[src/rtl/mips_ctrl_pkg.sv]
// rtl/mips_ctrl_pkg.sv - shared types and encodings for the multicycle MIPS control unit
// Contents:
//   state_t  - main FSM states
//   OP_*     - instr[31:26] opcodes that the control unit recognises
//   FUNCT_*  - instr[5:0] R-type function codes
//   ALU_*    - 3-bit operation codes understood by the datapath ALU
//   alu_op_t - coarse ALU request from the FSM to the ALU decoder
package mips_ctrl_pkg;

    typedef enum logic [3:0] {
        FETCH    = 4'd0,
        DECODE   = 4'd1,
        MEMADR   = 4'd2,
        MEMREAD  = 4'd3,
        MEMWB    = 4'd4,
        MEMWRITE = 4'd5,
        EXECUTE  = 4'd6,
        ALUWB    = 4'd7,
        BRANCH   = 4'd8,
        ADDIEX   = 4'd9,
        ADDIWB   = 4'd10,
        JUMP     = 4'd11
    } state_t;

    localparam logic [5:0] OP_RTYPE = 6'b000000;
    localparam logic [5:0] OP_LW    = 6'b100011;
    localparam logic [5:0] OP_SW    = 6'b101011;
    localparam logic [5:0] OP_BEQ   = 6'b000100;
    localparam logic [5:0] OP_ADDI  = 6'b001000;
    localparam logic [5:0] OP_J     = 6'b000010;

    localparam logic [5:0] FUNCT_ADD = 6'b100000;
    localparam logic [5:0] FUNCT_SUB = 6'b100010;
    localparam logic [5:0] FUNCT_AND = 6'b100100;
    localparam logic [5:0] FUNCT_OR  = 6'b100101;
    localparam logic [5:0] FUNCT_SLT = 6'b101010;

    localparam logic [2:0] ALU_AND = 3'b000;
    localparam logic [2:0] ALU_OR  = 3'b001;
    localparam logic [2:0] ALU_ADD = 3'b010;
    localparam logic [2:0] ALU_SUB = 3'b110;
    localparam logic [2:0] ALU_SLT = 3'b111;

    typedef enum logic [1:0] {
        ALUOP_ADD   = 2'b00,
        ALUOP_SUB   = 2'b01,
        ALUOP_FUNCT = 2'b10
    } alu_op_t;

endpackage

[src/rtl/alu_decoder.sv]
// rtl/alu_decoder.sv - combinational ALU operation decoder
// Ports:
//   alu_op      in  coarse request from the main FSM (ADD, SUB or follow funct)
//   funct       in  instr[5:0]
//   alu_control out 3-bit ALU operation code
//   funct_valid out 1 when funct is one of the supported R-type functions
module alu_decoder
    import mips_ctrl_pkg::*;
(
    input  alu_op_t    alu_op,
    input  logic [5:0] funct,
    output logic [2:0] alu_control,
    output logic       funct_valid
);

    logic [2:0] funct_ctl;

    // funct_valid is decoded regardless of alu_op so the FSM can reject an
    // unknown R-type function already in DECODE, before EXECUTE is entered.
    always_comb begin
        funct_ctl   = ALU_ADD;
        funct_valid = 1'b1;
        case (funct)
            FUNCT_ADD: funct_ctl = ALU_ADD;
            FUNCT_SUB: funct_ctl = ALU_SUB;
            FUNCT_AND: funct_ctl = ALU_AND;
            FUNCT_OR:  funct_ctl = ALU_OR;
            FUNCT_SLT: funct_ctl = ALU_SLT;
            default: begin
                funct_ctl   = ALU_ADD;
                funct_valid = 1'b0;
            end
        endcase
    end

    always_comb begin
        alu_control = ALU_ADD;
        case (alu_op)
            ALUOP_ADD:   alu_control = ALU_ADD;
            ALUOP_SUB:   alu_control = ALU_SUB;
            ALUOP_FUNCT: alu_control = funct_ctl;
            default:     alu_control = ALU_ADD;
        endcase
    end

endmodule

[src/rtl/multicycle_control.sv]
// rtl/multicycle_control.sv - Moore control FSM for the multicycle MIPS datapath
// Parameters:
//   ADDI_EN     1 = addi executes, 0 = addi is rejected as an illegal opcode
// Ports:
//   clk, reset  rising-edge clock, synchronous active-high reset
//   opcode      instr[31:26] from the instruction register
//   funct       instr[5:0] from the instruction register
//   zero        ALU zero flag, qualifies the branch PC update
//   mem_write   memory write enable
//   ir_write    instruction register enable
//   i_or_d      memory address select (0 PC, 1 ALUOut)
//   reg_write   register file write enable
//   reg_dst     write register select (0 rt, 1 rd)
//   mem_to_reg  write data select (0 ALUOut, 1 memory data)
//   alu_src_a   ALU A select (0 PC, 1 register A)
//   alu_src_b   ALU B select (00 B, 01 four, 10 sign-ext imm, 11 shifted imm)
//   pc_src      next PC select (00 ALU result, 01 ALUOut, 10 jump target)
//   alu_control ALU operation code
//   pc_en       PC enable
//   illegal_op  one-cycle pulse in DECODE for an unsupported instruction
module multicycle_control #(
    parameter bit ADDI_EN = 1'b1
) (
    input  logic       clk,
    input  logic       reset,
    input  logic [5:0] opcode,
    input  logic [5:0] funct,
    input  logic       zero,
    output logic       mem_write,
    output logic       ir_write,
    output logic       i_or_d,
    output logic       reg_write,
    output logic       reg_dst,
    output logic       mem_to_reg,
    output logic       alu_src_a,
    output logic [1:0] alu_src_b,
    output logic [1:0] pc_src,
    output logic [2:0] alu_control,
    output logic       pc_en,
    output logic       illegal_op
);

    import mips_ctrl_pkg::*;

    state_t  state;
    state_t  state_next;
    alu_op_t alu_op;
    logic    pc_write;
    logic    branch;
    logic    funct_valid;

    always_ff @(posedge clk) begin
        if (reset) begin
            state <= FETCH;
        end else begin
            state <= state_next;
        end
    end

    always_comb begin
        state_next = FETCH;
        mem_write  = 1'b0;
        ir_write   = 1'b0;
        i_or_d     = 1'b0;
        reg_write  = 1'b0;
        reg_dst    = 1'b0;
        mem_to_reg = 1'b0;
        alu_src_a  = 1'b0;
        alu_src_b  = 2'b00;
        pc_src     = 2'b00;
        alu_op     = ALUOP_ADD;
        pc_write   = 1'b0;
        branch     = 1'b0;
        illegal_op = 1'b0;

        case (state)
            FETCH: begin
                // PC + 4 goes straight from the ALU into the PC while the
                // instruction is latched.
                ir_write   = 1'b1;
                alu_src_b  = 2'b01;
                pc_write   = 1'b1;
                state_next = DECODE;
            end
            DECODE: begin
                // Branch target is computed speculatively into ALUOut.
                alu_src_b = 2'b11;
                case (opcode)
                    OP_LW, OP_SW: state_next = MEMADR;
                    OP_RTYPE: begin
                        if (funct_valid) begin
                            state_next = EXECUTE;
                        end else begin
                            illegal_op = 1'b1;
                        end
                    end
                    OP_BEQ: state_next = BRANCH;
                    OP_ADDI: begin
                        if (ADDI_EN) begin
                            state_next = ADDIEX;
                        end else begin
                            illegal_op = 1'b1;
                        end
                    end
                    OP_J:    state_next = JUMP;
                    default: illegal_op = 1'b1;
                endcase
            end
            MEMADR: begin
                alu_src_a  = 1'b1;
                alu_src_b  = 2'b10;
                state_next = (opcode == OP_SW) ? MEMWRITE : MEMREAD;
            end
            MEMREAD: begin
                i_or_d     = 1'b1;
                state_next = MEMWB;
            end
            MEMWB: begin
                reg_write  = 1'b1;
                mem_to_reg = 1'b1;
                state_next = FETCH;
            end
            MEMWRITE: begin
                i_or_d     = 1'b1;
                mem_write  = 1'b1;
                state_next = FETCH;
            end
            EXECUTE: begin
                alu_src_a  = 1'b1;
                alu_op     = ALUOP_FUNCT;
                state_next = ALUWB;
            end
            ALUWB: begin
                reg_write  = 1'b1;
                reg_dst    = 1'b1;
                state_next = FETCH;
            end
            BRANCH: begin
                alu_src_a  = 1'b1;
                alu_op     = ALUOP_SUB;
                pc_src     = 2'b01;
                branch     = 1'b1;
                state_next = FETCH;
            end
            ADDIEX: begin
                alu_src_a  = 1'b1;
                alu_src_b  = 2'b10;
                state_next = ADDIWB;
            end
            ADDIWB: begin
                reg_write  = 1'b1;
                state_next = FETCH;
            end
            JUMP: begin
                pc_src     = 2'b10;
                pc_write   = 1'b1;
                state_next = FETCH;
            end
            default: begin
                // Unused encodings recover to FETCH with every enable low.
                state_next = FETCH;
            end
        endcase
    end

    assign pc_en = pc_write | (branch & zero);

    alu_decoder u_alu_decoder (
        .alu_op      (alu_op),
        .funct       (funct),
        .alu_control (alu_control),
        .funct_valid (funct_valid)
    );

endmodule

[config.mk]
export PLATFORM = sky130hd
export DESIGN_NAME = multicycle_control
export DESIGN_NICKNAME = d
export VERILOG_FILES = /design/src/rtl/mips_ctrl_pkg.sv /design/src/rtl/alu_decoder.sv /design/src/rtl/multicycle_control.sv
export SDC_FILE = /design/constraint.sdc
export NUM_CORES = 1
export LEC_CHECK = 0
export CORE_MARGIN = 2
export CORE_UTILIZATION = 34
export DETAILED_ROUTE_END_ITERATION = 12
export PLACE_DENSITY_LB_ADDON = 0.25
export SYNTH_ARGS = -nofsm -noshare
export SYNTH_HDL_FRONTEND = slang
export SYNTH_SLANG_ARGS = --single-unit
[constraint.sdc]
create_clock -name clk -period 1.85 [get_ports clk]
set_input_delay 0.37 -clock clk [delete_from_list [all_inputs] [get_ports clk]]
set_output_delay 0.37 -clock clk [all_outputs]
set_load 0.01 [all_outputs]
==> impl_metrics.ini <==
[run_status]
outcome = finished with violations
violations = negative setup slack

[sta]
tightestPinTransition_ns = 0.380
finClkSkew_ns = 0.00388
finalSetupTns_ns = -0.482
rsz0062_at_grt = yes
fin_ws_ns = -0.168
maxSlewHeadroom = 0.740
fin_crit_ns = 2.02
fmax_ghz = 0.496
setup_viol = 4
period_share = 1.09
finalHoldViolations = 0
drv_slew = 0

[power_and_ir_drop]
peakVddDrop_mv = 0.365
p_leak_nw = 0.512
power.total_mw = 0.341
p_per_area_nw_per_um2 = 305

[global_routing]
grtUsageMet2 = 0.420
grt_overflow = 0
grt_max_degree = 15
grt_pass1_wl_mm = 3.45
top_usage_layer = met2
antenna_found_initial = 0
grt_pass1_vias = 822
grt_util_met1 = 0.268
grtUsageTotal = 0.222
use_met3 = 0.0400

[placement]
gp_congestion = 0.836
dpl_cell_area_um2 = 1060
place_ws_ns = -0.896
portBuffers = 30
post-dp-hpwl_mm = 1.48
dp.cells = 147

[cells_and_area]
top_register = state
final_area_um2 = 1110
regArea_um2 = 83.8
multi_input_area_um2 = 539
fillers = 132
diodes = 0
drive_gt1_frac = 0.456
top_regs = state (4)
area_growth_pct = 94.1
stdcell_count = 152
final_nets = 155
largest_reg_flops = 4

[drt]
vias_per_cell = 5.41
wl_per_cell_um = 13.8
dr.pass1.iters = 4
antenna_left = 0
drt_wl_total_mm = 2.10
drc_errors = 0
route.vias.total = 823
first_iter_violations = 19

[critical_path]
required_ns = 1.48
regToRegStartpoint = state[1]
cp-startpoint = opcode[3]
path_class = in2out
startpoint_type = primary input
crit_arrival_ns = 1.65
worst_setup_path_end_kind = output port
cp_max_fo = 2

[logic_synthesis]
synth_nets = 99
ys_ff_latch = 4
synth_area_per_cell_um2 = 7.00
syn_area_um2 = 574
netlist_instances = 82
yosysSeqAreaShare = 0.139
synth_cell_types = 34
ys.warnings.count = 0

[clock_network]
cts-htree-levels = 1
cts_buffer_depth = 2
cts_tree = done
cts_buffers = 3
clk_latency_ns = 0.23
cts.sinks = 4
clk_pin_slew_ns = 0.04
clock-root-buffer = clkbuf_4

[floorplan]
dieArea_um2 = 2030
core_area_um2 = 1540
ios = 31
num_rows = 14
die_h_um = 45.1
die_w_um = 45.1
start_util = 0.373

[hold_path]
min_from = opcode[5]
hold_class = in2reg

[flow_run]
max_cap_violations = 0
power by group:
group | leakage, nW | total (mW) | switching [mW] | internal, mW
Clock | 0.0138 | 0.108 | 0.0350 | 0.0725
Sequential | 0.0341 | 0.0920 | 0.00263 | 0.0894
Combinational | 0.464 | 0.141 | 0.0623 | 0.0787
Total | 0.512 | 0.341 | 0.0999 | 0.241
repair_timing:
action	in CTS	in global routing
gates resized for setup	73	9
pin swaps	4	5
hold buffers	0	0
buffers inserted	1	1
endpoints found under the setup margin	15	7
Yosys cell counts, drive strengths merged:
cell type	count	area, um2
o22ai	1	6.26
nor2b	3	18.8
o21bai	1	7.51
nand4	1	6.26
nor2	7	26.3
inv	4	15.0
or2	1	6.26
or3	2	17.5
mux2	2	22.5
nor4b	2	32.5
nor3b	2	15.0
clkbuf	4	15.0
a21oi	7	35.0
nor4	1	6.26
o21ai	4	20.0
dfxtp	4	80.1
nand3	3	15.0
a31oi	1	6.26
and4b	1	11.3
nand2b	4	25.0
a22oi	1	7.51
a2111oi	2	17.5
nand2	6	22.5
xor2	3	26.3
o22a	1	8.76
a311o	1	10.0
and3	2	12.5
o211ai	1	7.51
nor3	6	30.0
o311a	1	10.0
ha	2	25.0
a211o	1	8.76
per-stage QoR:
| step | util | hold WS (ns) |
|---|---|---|
| detailed placement | 0.686 | 0.628 |
| global placement | 0.686 | 0.618 |
| finish | 0.723 | 0.562 |
| CTS | 0.729 | 0.571 |
| global route | 0.723 | 0.587 |
| floorplan | - | 0.460 |
placed cells by master, fill, tap and decap left out, types with 2 or more instances in the layout:
master	n
buf_4	24
dlygate4sd2_1	11
buf_2	8
nor2_1	7
a21oi_1	6
nand2_1	6
nor3_1	5
clkdlybuf4s50_1	5
o21ai_0	4
buf_6	4
inv_2	3
nand3_1	3
xor2_1	3
clkbuf_4	3
dfxtp_2	3
nand2b_4	2
or3_4	2
nand2b_1	2
nor2b_4	2
nor3b_1	2
and3_1	2
a2111oi_0	2
ha_4	2
clkbuf_2	2
layout make-up:
cell class,count,share of cell area
flip-flops and latches,4,0.0752
repair buffers,55,0.389
well taps,16,0.0180
inverters,4,0.0135
clock buffers,3,0.0202
multi-input cells,70,0.484
logic make-up after synthesis:
family,share of synthesized area
AO/OA/AOI/OAI,0.253
XOR/XNOR,0.0458
adder cells (fa/ha/maj),0.0436
buffers and inverters,0.0523
flip-flops,0.139
multiplexers,0.0392
AND/OR/NAND/NOR,0.427
layer usage:
layer	vias up	routed length, um
li1	412	-
met1	378	874
met2	31	1100
met3	2	106
met4	0	16
met5	-	0
critical path, stage by stage:
cell and delay, ns:
buf_6 0.09, or3_4 0.39, nor4b_4 0.27, a21oi_2 0.11, o311a_1 0.28, buf_2 0.14
worst paths after layout:
kind	depth (start not counted)	slack [ns]	to
worst max-delay path	6	-0.17	illegal_op
worst min-delay path	5	0.56	state[0]
worst max register to register	6	0.29	state[2]
worst min register to register	2	0.64	state[0]
No activity file was read; power rests on OpenSTA's default activity.
